### src/rtl/lpc_pkg.sv
// ----------------------------------------------------------------------------
// lpc_pkg
// Shared definitions for the LPC I/O-cycle target:
//   - lpc_state_e : FSM phases of an LPC I/O cycle, as seen by the target
//   - CYC_IO_RD / CYC_IO_WR : CYCTYPE field values (LAD[3:1]) we decode
//   - SYNC_READY  : SYNC code returned when the target is ready
//   - LAD_START / LAD_ABORT : LAD codes qualified by LFRAME_n=0
// ----------------------------------------------------------------------------
package lpc_pkg;

    typedef enum logic [2:0] {
        IDLE,
        CYCTYPE,
        ADDR,
        WDATA,
        HTAR,
        SYNC,
        RDATA,
        TTAR
    } lpc_state_e;

    localparam logic [2:0] CYC_IO_RD  = 3'b000;
    localparam logic [2:0] CYC_IO_WR  = 3'b001;

    localparam logic [3:0] SYNC_READY = 4'h0;
    localparam logic [3:0] LAD_START  = 4'h0;
    localparam logic [3:0] LAD_ABORT  = 4'hF;

endpackage

### src/rtl/lpc_io_target.sv
// ----------------------------------------------------------------------------
// lpc_io_target
// LPC 1.1 I/O-cycle target in front of a 32-byte register file. Decodes host
// I/O reads/writes, strobes the file (Wr/Rd) on a window hit, and returns
// read data on LAD with SYNC and turnaround handling. All logic runs on the
// rising edge of LpcClock; PciReset is asynchronous, active-low.
//
// Optional feature: define LPC_POST80_EN to also claim I/O writes to 0x0080
// and latch the byte into PostCode (no Wr pulse for that write).
//
// Ports:
//   LpcClock  in   33 MHz LPC clock
//   PciReset  in   asynchronous active-low reset
//   LFRAME_n  in   LPC frame, active low
//   LAD_in    in   [3:0] LAD sampled from the pins
//   LAD_out   out  [3:0] LAD value driven by the target (registered)
//   LAD_oe    out  LAD output enable, 1 = target drives
//   Addr      out  [7:0] register offset, zero-padded window offset
//   Wr        out  one-cycle register write strobe
//   DataWr    out  [7:0] write data, valid while Wr=1
//   Rd        out  one-cycle read strobe (read-clear hooks)
//   RdData    in   [7:0] register file data at Addr (combinational)
//   PostCode  out  [7:0] last port-80 code (LPC_POST80_EN only)
// ----------------------------------------------------------------------------
module lpc_io_target
    import lpc_pkg::*;
#(
    parameter logic [15:0] BASE_ADDR = 16'h0800,
    parameter int          WIN_BITS  = 5
) (
    input  logic       LpcClock,
    input  logic       PciReset,
    input  logic       LFRAME_n,
    input  logic [3:0] LAD_in,
    output logic [3:0] LAD_out,
    output logic       LAD_oe,
    output logic [7:0] Addr,
    output logic       Wr,
    output logic [7:0] DataWr,
    output logic       Rd,
    input  logic [7:0] RdData
`ifdef LPC_POST80_EN
    ,
    output logic [7:0] PostCode
`endif
);

    lpc_state_e  state_q, state_d;
    logic [1:0]  cnt_q, cnt_d;          // nibble counter within a phase
    logic        is_wr_q, is_wr_d;
    logic        hit_q, hit_d;          // address falls in the register window
    logic        p80_q, p80_d;          // write to port 0x80 (optional feature)
    logic        oe_q, oe_d;
    logic [3:0]  out_q, out_d;
    logic [7:0]  addr_q, addr_d;
    logic        wr_q, wr_d;
    logic [7:0]  dw_q, dw_d;
    logic        rd_q, rd_d;

    logic [11:0] sh_q, sh_d;            // first three address nibbles
    logic [7:0]  wdata_q, wdata_d;      // assembled write byte
    logic [7:0]  hold_q, hold_d;        // read byte captured on HTAR2

    logic [15:0] full_addr;
    logic        p80_match;
    logic        claim;                 // target participates in SYNC/TAR

    assign full_addr = {sh_q, LAD_in};
    assign claim     = hit_q | p80_q;

`ifdef LPC_POST80_EN
    logic [7:0] post_q, post_d;
    assign p80_match = (full_addr == 16'h0080);
    assign PostCode  = post_q;
`else
    assign p80_match = 1'b0;
`endif

    always_comb begin
        state_d = state_q;
        cnt_d   = cnt_q;
        is_wr_d = is_wr_q;
        hit_d   = hit_q;
        p80_d   = p80_q;
        oe_d    = oe_q;
        out_d   = out_q;
        addr_d  = addr_q;
        wr_d    = 1'b0;
        dw_d    = dw_q;
        rd_d    = 1'b0;
        sh_d    = sh_q;
        wdata_d = wdata_q;
        hold_d  = hold_q;
`ifdef LPC_POST80_EN
        post_d  = post_q;
`endif

        if (!LFRAME_n) begin
            // Any framed cycle (START, abort or a foreign start code)
            // releases LAD and restarts decoding; only START proceeds.
            oe_d  = 1'b0;
            out_d = LAD_ABORT;
            cnt_d = 2'd0;
            hit_d = 1'b0;
            p80_d = 1'b0;
            state_d = (LAD_in == LAD_START) ? CYCTYPE : IDLE;
        end else begin
            unique case (state_q)
                IDLE: begin
                end

                CYCTYPE: begin
                    cnt_d = 2'd0;
                    if (LAD_in[3:1] == CYC_IO_RD) begin
                        is_wr_d = 1'b0;
                        state_d = ADDR;
                    end else if (LAD_in[3:1] == CYC_IO_WR) begin
                        is_wr_d = 1'b1;
                        state_d = ADDR;
                    end else begin
                        state_d = IDLE;
                    end
                end

                ADDR: begin
                    sh_d  = {sh_q[7:0], LAD_in};
                    cnt_d = cnt_q + 2'd1;
                    if (cnt_q == 2'd3) begin
                        hit_d = (full_addr[15:WIN_BITS] == BASE_ADDR[15:WIN_BITS]);
                        p80_d = is_wr_q & p80_match;
                        if (hit_d) begin
                            addr_d = 8'(full_addr[WIN_BITS-1:0]);
                        end
                        cnt_d   = 2'd0;
                        state_d = is_wr_q ? WDATA : HTAR;
                    end
                end

                WDATA: begin
                    if (cnt_q == 2'd0) begin
                        wdata_d[3:0] = LAD_in;
                        cnt_d        = 2'd1;
                    end else begin
                        wdata_d[7:4] = LAD_in;
                        cnt_d        = 2'd0;
                        state_d      = HTAR;
                    end
                end

                HTAR: begin
                    if (cnt_q == 2'd0) begin
                        // Rd is visible during HTAR2 so the file has settled
                        // RdData by the edge that captures it.
                        cnt_d = 2'd1;
                        rd_d  = ~is_wr_q & hit_q;
                    end else begin
                        cnt_d   = 2'd0;
                        state_d = SYNC;
                        hold_d  = RdData;
                        if (claim) begin
                            oe_d  = 1'b1;
                            out_d = SYNC_READY;
                        end
                        if (is_wr_q & hit_q) begin
                            wr_d = 1'b1;
                            dw_d = wdata_q;
                        end
`ifdef LPC_POST80_EN
                        if (p80_q) begin
                            post_d = wdata_q;
                        end
`endif
                    end
                end

                SYNC: begin
                    cnt_d = 2'd0;
                    if (is_wr_q) begin
                        state_d = TTAR;
                        if (claim) out_d = LAD_ABORT;
                    end else begin
                        state_d = RDATA;
                        if (claim) out_d = hold_q[3:0];
                    end
                end

                RDATA: begin
                    if (cnt_q == 2'd0) begin
                        cnt_d = 2'd1;
                        if (claim) out_d = hold_q[7:4];
                    end else begin
                        cnt_d   = 2'd0;
                        state_d = TTAR;
                        if (claim) out_d = LAD_ABORT;
                    end
                end

                TTAR: begin
                    if (cnt_q == 2'd0) begin
                        cnt_d = 2'd1;
                        oe_d  = 1'b0;
                        out_d = LAD_ABORT;
                    end else begin
                        cnt_d   = 2'd0;
                        state_d = IDLE;
                    end
                end

                default: begin
                    state_d = IDLE;
                end
            endcase
        end
    end

    always_ff @(posedge LpcClock or negedge PciReset) begin
        if (!PciReset) begin
            state_q <= IDLE;
            cnt_q   <= 2'd0;
            is_wr_q <= 1'b0;
            hit_q   <= 1'b0;
            p80_q   <= 1'b0;
            oe_q    <= 1'b0;
            out_q   <= 4'hF;
            addr_q  <= 8'h00;
            wr_q    <= 1'b0;
            dw_q    <= 8'h00;
            rd_q    <= 1'b0;
`ifdef LPC_POST80_EN
            post_q  <= 8'h00;
`endif
        end else begin
            state_q <= state_d;
            cnt_q   <= cnt_d;
            is_wr_q <= is_wr_d;
            hit_q   <= hit_d;
            p80_q   <= p80_d;
            oe_q    <= oe_d;
            out_q   <= out_d;
            addr_q  <= addr_d;
            wr_q    <= wr_d;
            dw_q    <= dw_d;
            rd_q    <= rd_d;
`ifdef LPC_POST80_EN
            post_q  <= post_d;
`endif
        end
    end

    // Datapath holding registers carry no reset; they are always written
    // before being used within a cycle.
    always_ff @(posedge LpcClock) begin
        sh_q    <= sh_d;
        wdata_q <= wdata_d;
        hold_q  <= hold_d;
    end

    assign LAD_out = out_q;
    assign LAD_oe  = oe_q;
    assign Addr    = addr_q;
    assign Wr      = wr_q;
    assign DataWr  = dw_q;
    assign Rd      = rd_q;

endmodule
### config.mk
export PLATFORM = sky130hd
export DESIGN_NAME = lpc_io_target
export DESIGN_NICKNAME = d
export VERILOG_FILES = /design/src/rtl/lpc_pkg.sv /design/src/rtl/lpc_io_target.sv
export SDC_FILE = /design/constraint.sdc
export NUM_CORES = 1
export LEC_CHECK = 0
export BUFFER_PORTS_ARGS = -buffer_cell sky130_fd_sc_hd__buf_4
export CORE_MARGIN = 1.5
export CORE_UTILIZATION = 50
export DETAILED_ROUTE_END_ITERATION = 6
export MAX_ROUTING_LAYER = met4
export PLACE_DENSITY_LB_ADDON = 0.3
export RECOVER_POWER = 100
export SLEW_MARGIN = 20
export SYNTH_ARGS = -nofsm -noshare
export SYNTH_HDL_FRONTEND = slang
export SYNTH_SLANG_ARGS = --single-unit
### constraint.sdc
create_clock -name LpcClock -period 3.3 [get_ports LpcClock]
set_input_delay 0.165 -clock LpcClock [delete_from_list [all_inputs] [get_ports LpcClock]]
set_output_delay 0.165 -clock LpcClock [all_outputs]
set_load 0.03 [all_outputs]
== After elaboration in Yosys (flattened, before gate mapping) ==
Index checks and enable logic that the tools add are counted.

* Register bits after elaboration: 56
* Latch bits: 0
* RAM bits: 0
* ROM bits: 0
* Input bits: 15
* Output and inout bits: 23
* Logic and storage cells: 109
* Memories: 0

* Add/sub/neg operators: 1
* $mul: 0
* Divide/modulo/power cells: 0
* Order comparisons: 0
* Equality and inequality tests: 25
* Shifts and indexed selects: 0
* Muxes and demuxes: 46
* Bitwise logic cells: 5
* Reduce and logical (&&, ||, !) cells: 17

{| class="wikitable"
|+ Operators with widths
! operator !! count
|-
| $mux W4 || 9
|-
| $mux W1 || 22
|-
| $mux W3 || 7
|-
| $ne A3 B3 Y1 const B || 7
|-
| $pmux W3 S7 || 1
|-
| $pmux W4 S4 || 1
|-
| $eq A3 B3 Y1 const B || 4
|-
| $reduce_and A3 Y1 || 4
|-
| $reduce_and A4 Y1 || 3
|-
| $reduce_and A6 Y1 || 2
|-
| $eq A11 B7 Y1 const B || 1
|-
| $mux W2 || 4
|-
| $ne A4 B4 Y1 const B || 2
|-
| $ne A8 B1 Y1 const B || 1
|-
| $eq A3 B1 Y1 const B || 2
|-
| $eq A3 B2 Y1 const B || 2
|-
| $pmux W2 S3 || 1
|-
| $ne A5 B1 Y1 const B || 1
|-
| $logic_not A4 Y1 || 1
|-
| $ne A2 B1 Y1 const B || 2
|-
| $ne A4 B3 Y1 const B || 1
|-
| $reduce_and A2 Y1 || 2
|-
| $reduce_or A4 Y1 || 1
|-
| $logic_not A3 Y1 || 1
|-
| other kinds (10) || 12
|}

== Longest topological paths before layout ==
* Word-level depth: 5
* Gate-level depth with buffers: 7
* Depth with buffers taken out: 6

== Worst setup path after synthesis ==
OpenSTA, ideal clock, no wires.

* Path kind: register to register
* Start: register state_q[2]
* End: register addr_q[0], in the netlist Addr[0]
* Setup time: 125 ps
* Arrival time: 1676 ps
* Required time: 3175 ps
* Slack: 1499 ps
* Stages on the path, launching flop included: 5
* Buffers on the path: 0
* Period minus slack after synthesis: 1801 ps
* Path through: dfrtp_1 -> and2b_1 -> and3_1 -> nand4_1 -> mux2_2

* Longest elaborated chain between the ends: 2

{| class="wikitable"
|+ Ends and longest elaborated chain
! item !! RTL line !! text
|-
| start, declared || lpc_io_target.sv:48 || <nowiki>lpc_state_e state_q, state_d;</nowiki>
|-
| start signal, assigned || lpc_io_target.sv:233 || <nowiki>state_q <= state_d;</nowiki>
|-
| $eq A3 B2 Y1 || lpc_io_target.sv:108 || <nowiki>unique case (state_q)</nowiki>
|-
| $reduce_and A4 Y1 (no line) || n/a ||
|-
| end signal, assigned || lpc_io_target.sv:240 || <nowiki>addr_q <= addr_d;</nowiki>
|-
| end, declared || lpc_io_target.sv:55 || <nowiki>logic [7:0] addr_q, addr_d;</nowiki>
|}

No other way between the ends.
A chain may end at the register's enable or synchronous reset.

== Worst setup path after layout ==
* Start: register state_q[1]
* End: register addr_q[1], in the netlist Addr[1]

Same word-level chain as after synthesis.

==> flow_summary.rst <==
.. list-table::
   :header-rows: 1

   * - Metric
     - Value
   * - Result of the run
     - complete, but fails checks
   * - Violated checks
     - capacitance limit, slew limit
   * - Global-route wire length before repair
     - 6941 um
   * - Final cycle utilization of the critical path
     - 71.20%
   * - Clock latency on the worst-skew pair
     - 310 ps
   * - Total length of routed wires
     - 4247 um
   * - DRT antenna net count
     - 0
   * - Iteration-0 DRC Markers
     - 89
   * - Worst setup EP type
     - flip-flop
   * - Final number of setup-violating endpoints
     - 0
   * - Worst Path Max Fanout
     - 22
   * - Number of antenna repair diodes
     - 0
   * - Hold-fix buffers, CTS
     - 1
   * - Fraction of power consumed by sequential logic
     - 56.8%
   * - Leftover overflow at the end of global routing
     - 0
   * - Distinct cell type count of the synthesized netlist
     - 47
   * - Post-Place Setup Slack
     - 977.3 ps
   * - Max-Cap Viols
     - 1
   * - Most frequent cell after synthesis
     - sky130_fd_sc_hd__edfxtp_1
   * - PostCTS Resize Cnt
     - 0
   * - LEAKAGE
     - 1.005 nW
   * - Cell count after synthesis
     - 173
   * - Arr. time, crit path
     - 2540 ps
   * - Minimum clock period after layout
     - 2350 ps
   * - Number of placed instances, taps included
     - 249
   * - Number of setup buffers added after CTS
     - 0
   * - Top cell type's share of synthesized area
     - 35.20%
   * - Clock slew at the register clock pins of the worst setup and hold paths
     - 90 ps
   * - TNS Setup
     - 0 ps
   * - IO Count
     - 38
   * - Power density over the cells
     - 614.8 mW/mm2
   * - Synthesis-to-layout area growth
     - 10.37%
   * - Post-synthesis cell area
     - 0.002389 mm2
   * - Maximum frequency from static timing analysis
     - 425.6 MHz
   * - Worst hold path type
     - primary input to flip-flop
   * - Vias after detailed routing
     - 1461
   * - Initial cell density of the core
     - 53.38%
   * - CTS Root Cell
     - sky130_fd_sc_hd__clkbuf_8
   * - Async set-or-reset flop fraction in the synthesized netlist
     - 49.09%
   * - Share of layout cells above drive strength 1
     - 19.42%
   * - Die height
     - 72.12 um
   * - Half-perimeter wire length after detailed placement
     - 2979 um
   * - Power dissipated by switching net loads
     - 515.3 uW
   * - RSZ-0062 raised after global routing
     - false
   * - Inserted Clock Buffers
     - 5
   * - Flip-flop cell with the highest count after synthesis
     - sky130_fd_sc_hd__edfxtp_1
   * - Total of flip-flops plus latches after synthesis
     - 55
   * - Startpoint type of the worst setup path
     - flip-flop
   * - Number of enable flip-flop cells after synthesis
     - 28
   * - Bufs on Longest Clock Path
     - 2
   * - Measured slew at the worst slew-check pin
     - 1527 ps
   * - Final standard cell area without fillers
     - 0.002636 mm2
   * - Global Route Usage Sum
     - 18.23%
   * - Count of TritonRoute iterations in the first routing pass
     - 4
   * - Yosys top cell by area
     - sky130_fd_sc_hd__edfxtp_1
   * - Die area
     - 0.005201 mm2
   * - Leading post-synthesis cells by cell area
     - sky130_fd_sc_hd__edfxtp_1, sky130_fd_sc_hd__dfrtp_1, sky130_fd_sc_hd__mux2_2
   * - Number of synthesis warnings
     - 0
   * - DIE WIDTH
     - 72.12 um
   * - Initial antenna violation count
     - 0
   * - Combinational power share
     - 21.1%
   * - Clock power frac
     - 22.2%
   * - Req. time, crit path
     - 3490 ps
   * - Final std cells w/o fill
     - 258
   * - Avg Inst Size Synth
     - 13.81 um2
   * - Routability cong.
     - 0.9011
   * - CTS tree
     - yes
   * - Vias in the first global route
     - 1441
   * - Port Buffer Count
     - 34
   * - Number of remaining DRC errors
     - 0
   * - Final hold violation count
     - 0
   * - Final worst setup slack
     - 950.4 ps
   * - Clock tree sinks
     - 55
   * - Detailed-route wire length per cell
     - 16.46 um
   * - Fraction of power spent switching nets
     - 31.79%
   * - Largest net degree at the start of global routing
     - 28
   * - Commonest cells in the synthesized netlist
     - sky130_fd_sc_hd__edfxtp_1, sky130_fd_sc_hd__dfrtp_1, sky130_fd_sc_hd__mux2_2
   * - Final #Nets
     - 222
   * - FP Rows
     - 24
   * - Via-to-Cell Ratio
     - 5.663
   * - Part of the Yosys area used for sequential elements
     - 63.70%
   * - Final core utilization
     - 58.92%
   * - Core Region
     - 0.004474 mm2
   * - Clock tree skew after final layout
     - 3.895 ps
   * - Normalized max-slew margin
     - -1.776%
   * - Post-Place Cell Area
     - 0.002641 mm2
   * - Highest ir drop seen on vdd
     - 379.9 uV
   * - Internal power of the cells
     - 1.105 mW
   * - Worst Setup Path Type
     - flip-flop to flip-flop
   * - Final slew viol count
     - 28
   * - H-tree lvl count
     - 2
[worst max-delay path, cell delays in order (launching register included)]
cell	delay, ps
sky130_fd_sc_hd__dfrtp_1	770
sky130_fd_sc_hd__and3_1	640
sky130_fd_sc_hd__nand4_1	430
sky130_fd_sc_hd__mux2_2	400
[cell usage in the layout, fill, tap and decap left out, types with 4 or more instances in the layout]
master                     synthesis  final
sky130_fd_sc_hd__o211ai_1          8      8
sky130_fd_sc_hd__nand3_1           4      4
sky130_fd_sc_hd__inv_1             6      6
sky130_fd_sc_hd__o21ai_0           4      4
sky130_fd_sc_hd__dfrtp_1          23     23
sky130_fd_sc_hd__clkbuf_8          0      5
sky130_fd_sc_hd__nor3b_1           4      4
sky130_fd_sc_hd__clkbuf_1          3     24
sky130_fd_sc_hd__mux2_2           19     18
sky130_fd_sc_hd__clkbuf_4          0      8
sky130_fd_sc_hd__edfxtp_1         28     28
sky130_fd_sc_hd__nor2_1            8      9
sky130_fd_sc_hd__nand2_1           4      4
sky130_fd_sc_hd__nand2b_1          5      5
[metrics by stage]
step | hold slack, ps | power [mW]
6_report | 48.71 | 1.621
3_3_place_gp | 91.87 | 1.265
2_1_floorplan | -130.6 | 1.207
4_1_cts | 24.89 | 1.634
5_1_grt | 41.77 | 1.705
3_5_place_dp | 107.9 | 1.283
[worst paths after layout]
path,startpoint,to,slack (ps),cells after the start
max in group asynchronous,PciReset,Wr$_DFF_PN0_,1650,2
min in group asynchronous,PciReset,Addr[3]$_DFFE_PN0P_,760,2
worst min-delay path,RdData[0],hold_q[0]$_DFFE_PP_,50,1
worst max register to register,state_q[1]$_DFFE_PN0P_,Addr[1]$_DFFE_PN0P_,950,3
worst min register to register,sh_q[0]$_DFFE_PP_,sh_q[4]$_DFFE_PP_,450,0
worst max-delay path,state_q[1]$_DFFE_PN0P_,Addr[1]$_DFFE_PN0P_,950,3
[cell type report]
cell class	instances	area, um2
well taps	52	65.06
clock inverters	2	12.51
flip-flops and latches	55	1521
inverters	6	22.52
clock buffers	6	72.57
fillers	359	1838
repair buffers	35	178.9
multi-input cells	102	763.2
[layer usage]
metal / vias up / track usage, % / wire, um
met1: 702 / 23.50 / 1848
met4: 0 / 7.338 / 59
li1: 700 / - / -
met2: 53 / 29.01 / 2136
met3: 6 / 3.056 / 203
met5: - / - / 0
[flip-flops by register name (all words and copies together), names as in the netlist, 2 cells and up]
| name | cells |
|---|---|
| sh_q | 12 |
| DataWr | 8 |
| hold_q | 8 |
| wdata_q | 8 |
| Addr | 5 |
| LAD_out | 4 |
| state_q | 3 |
| cnt_q | 2 |
[logic make-up (layout without fill, tap and decap cells)]
kind of cell / Yosys count / after routing / synth area share (%)
fa+ha+maj: 3 / 3 / 1.467
simple gates: 49 / 49 / 12.78
mux: 20 / 20 / 9.377
flops: 55 / 55 / 63.70
buf+inv: 18 / 49 / 4.085
other cells: 1 / 3 / 0.1570
compound gates: 27 / 27 / 8.434
[power groups by stage]
stage / clock network (mW) / registers (mW) / logic [mW]
CTS: 0.364 / 0.918 / 0.352
global placement: 0 / 0.930 / 0.335
finish: 0.359 / 0.920 / 0.341
detailed placement: 0 / 0.933 / 0.350
floorplan: 0 / 0.860 / 0.347
global route: 0.393 / 0.934 / 0.378
No activity file was read; power rests on OpenSTA's default activity.
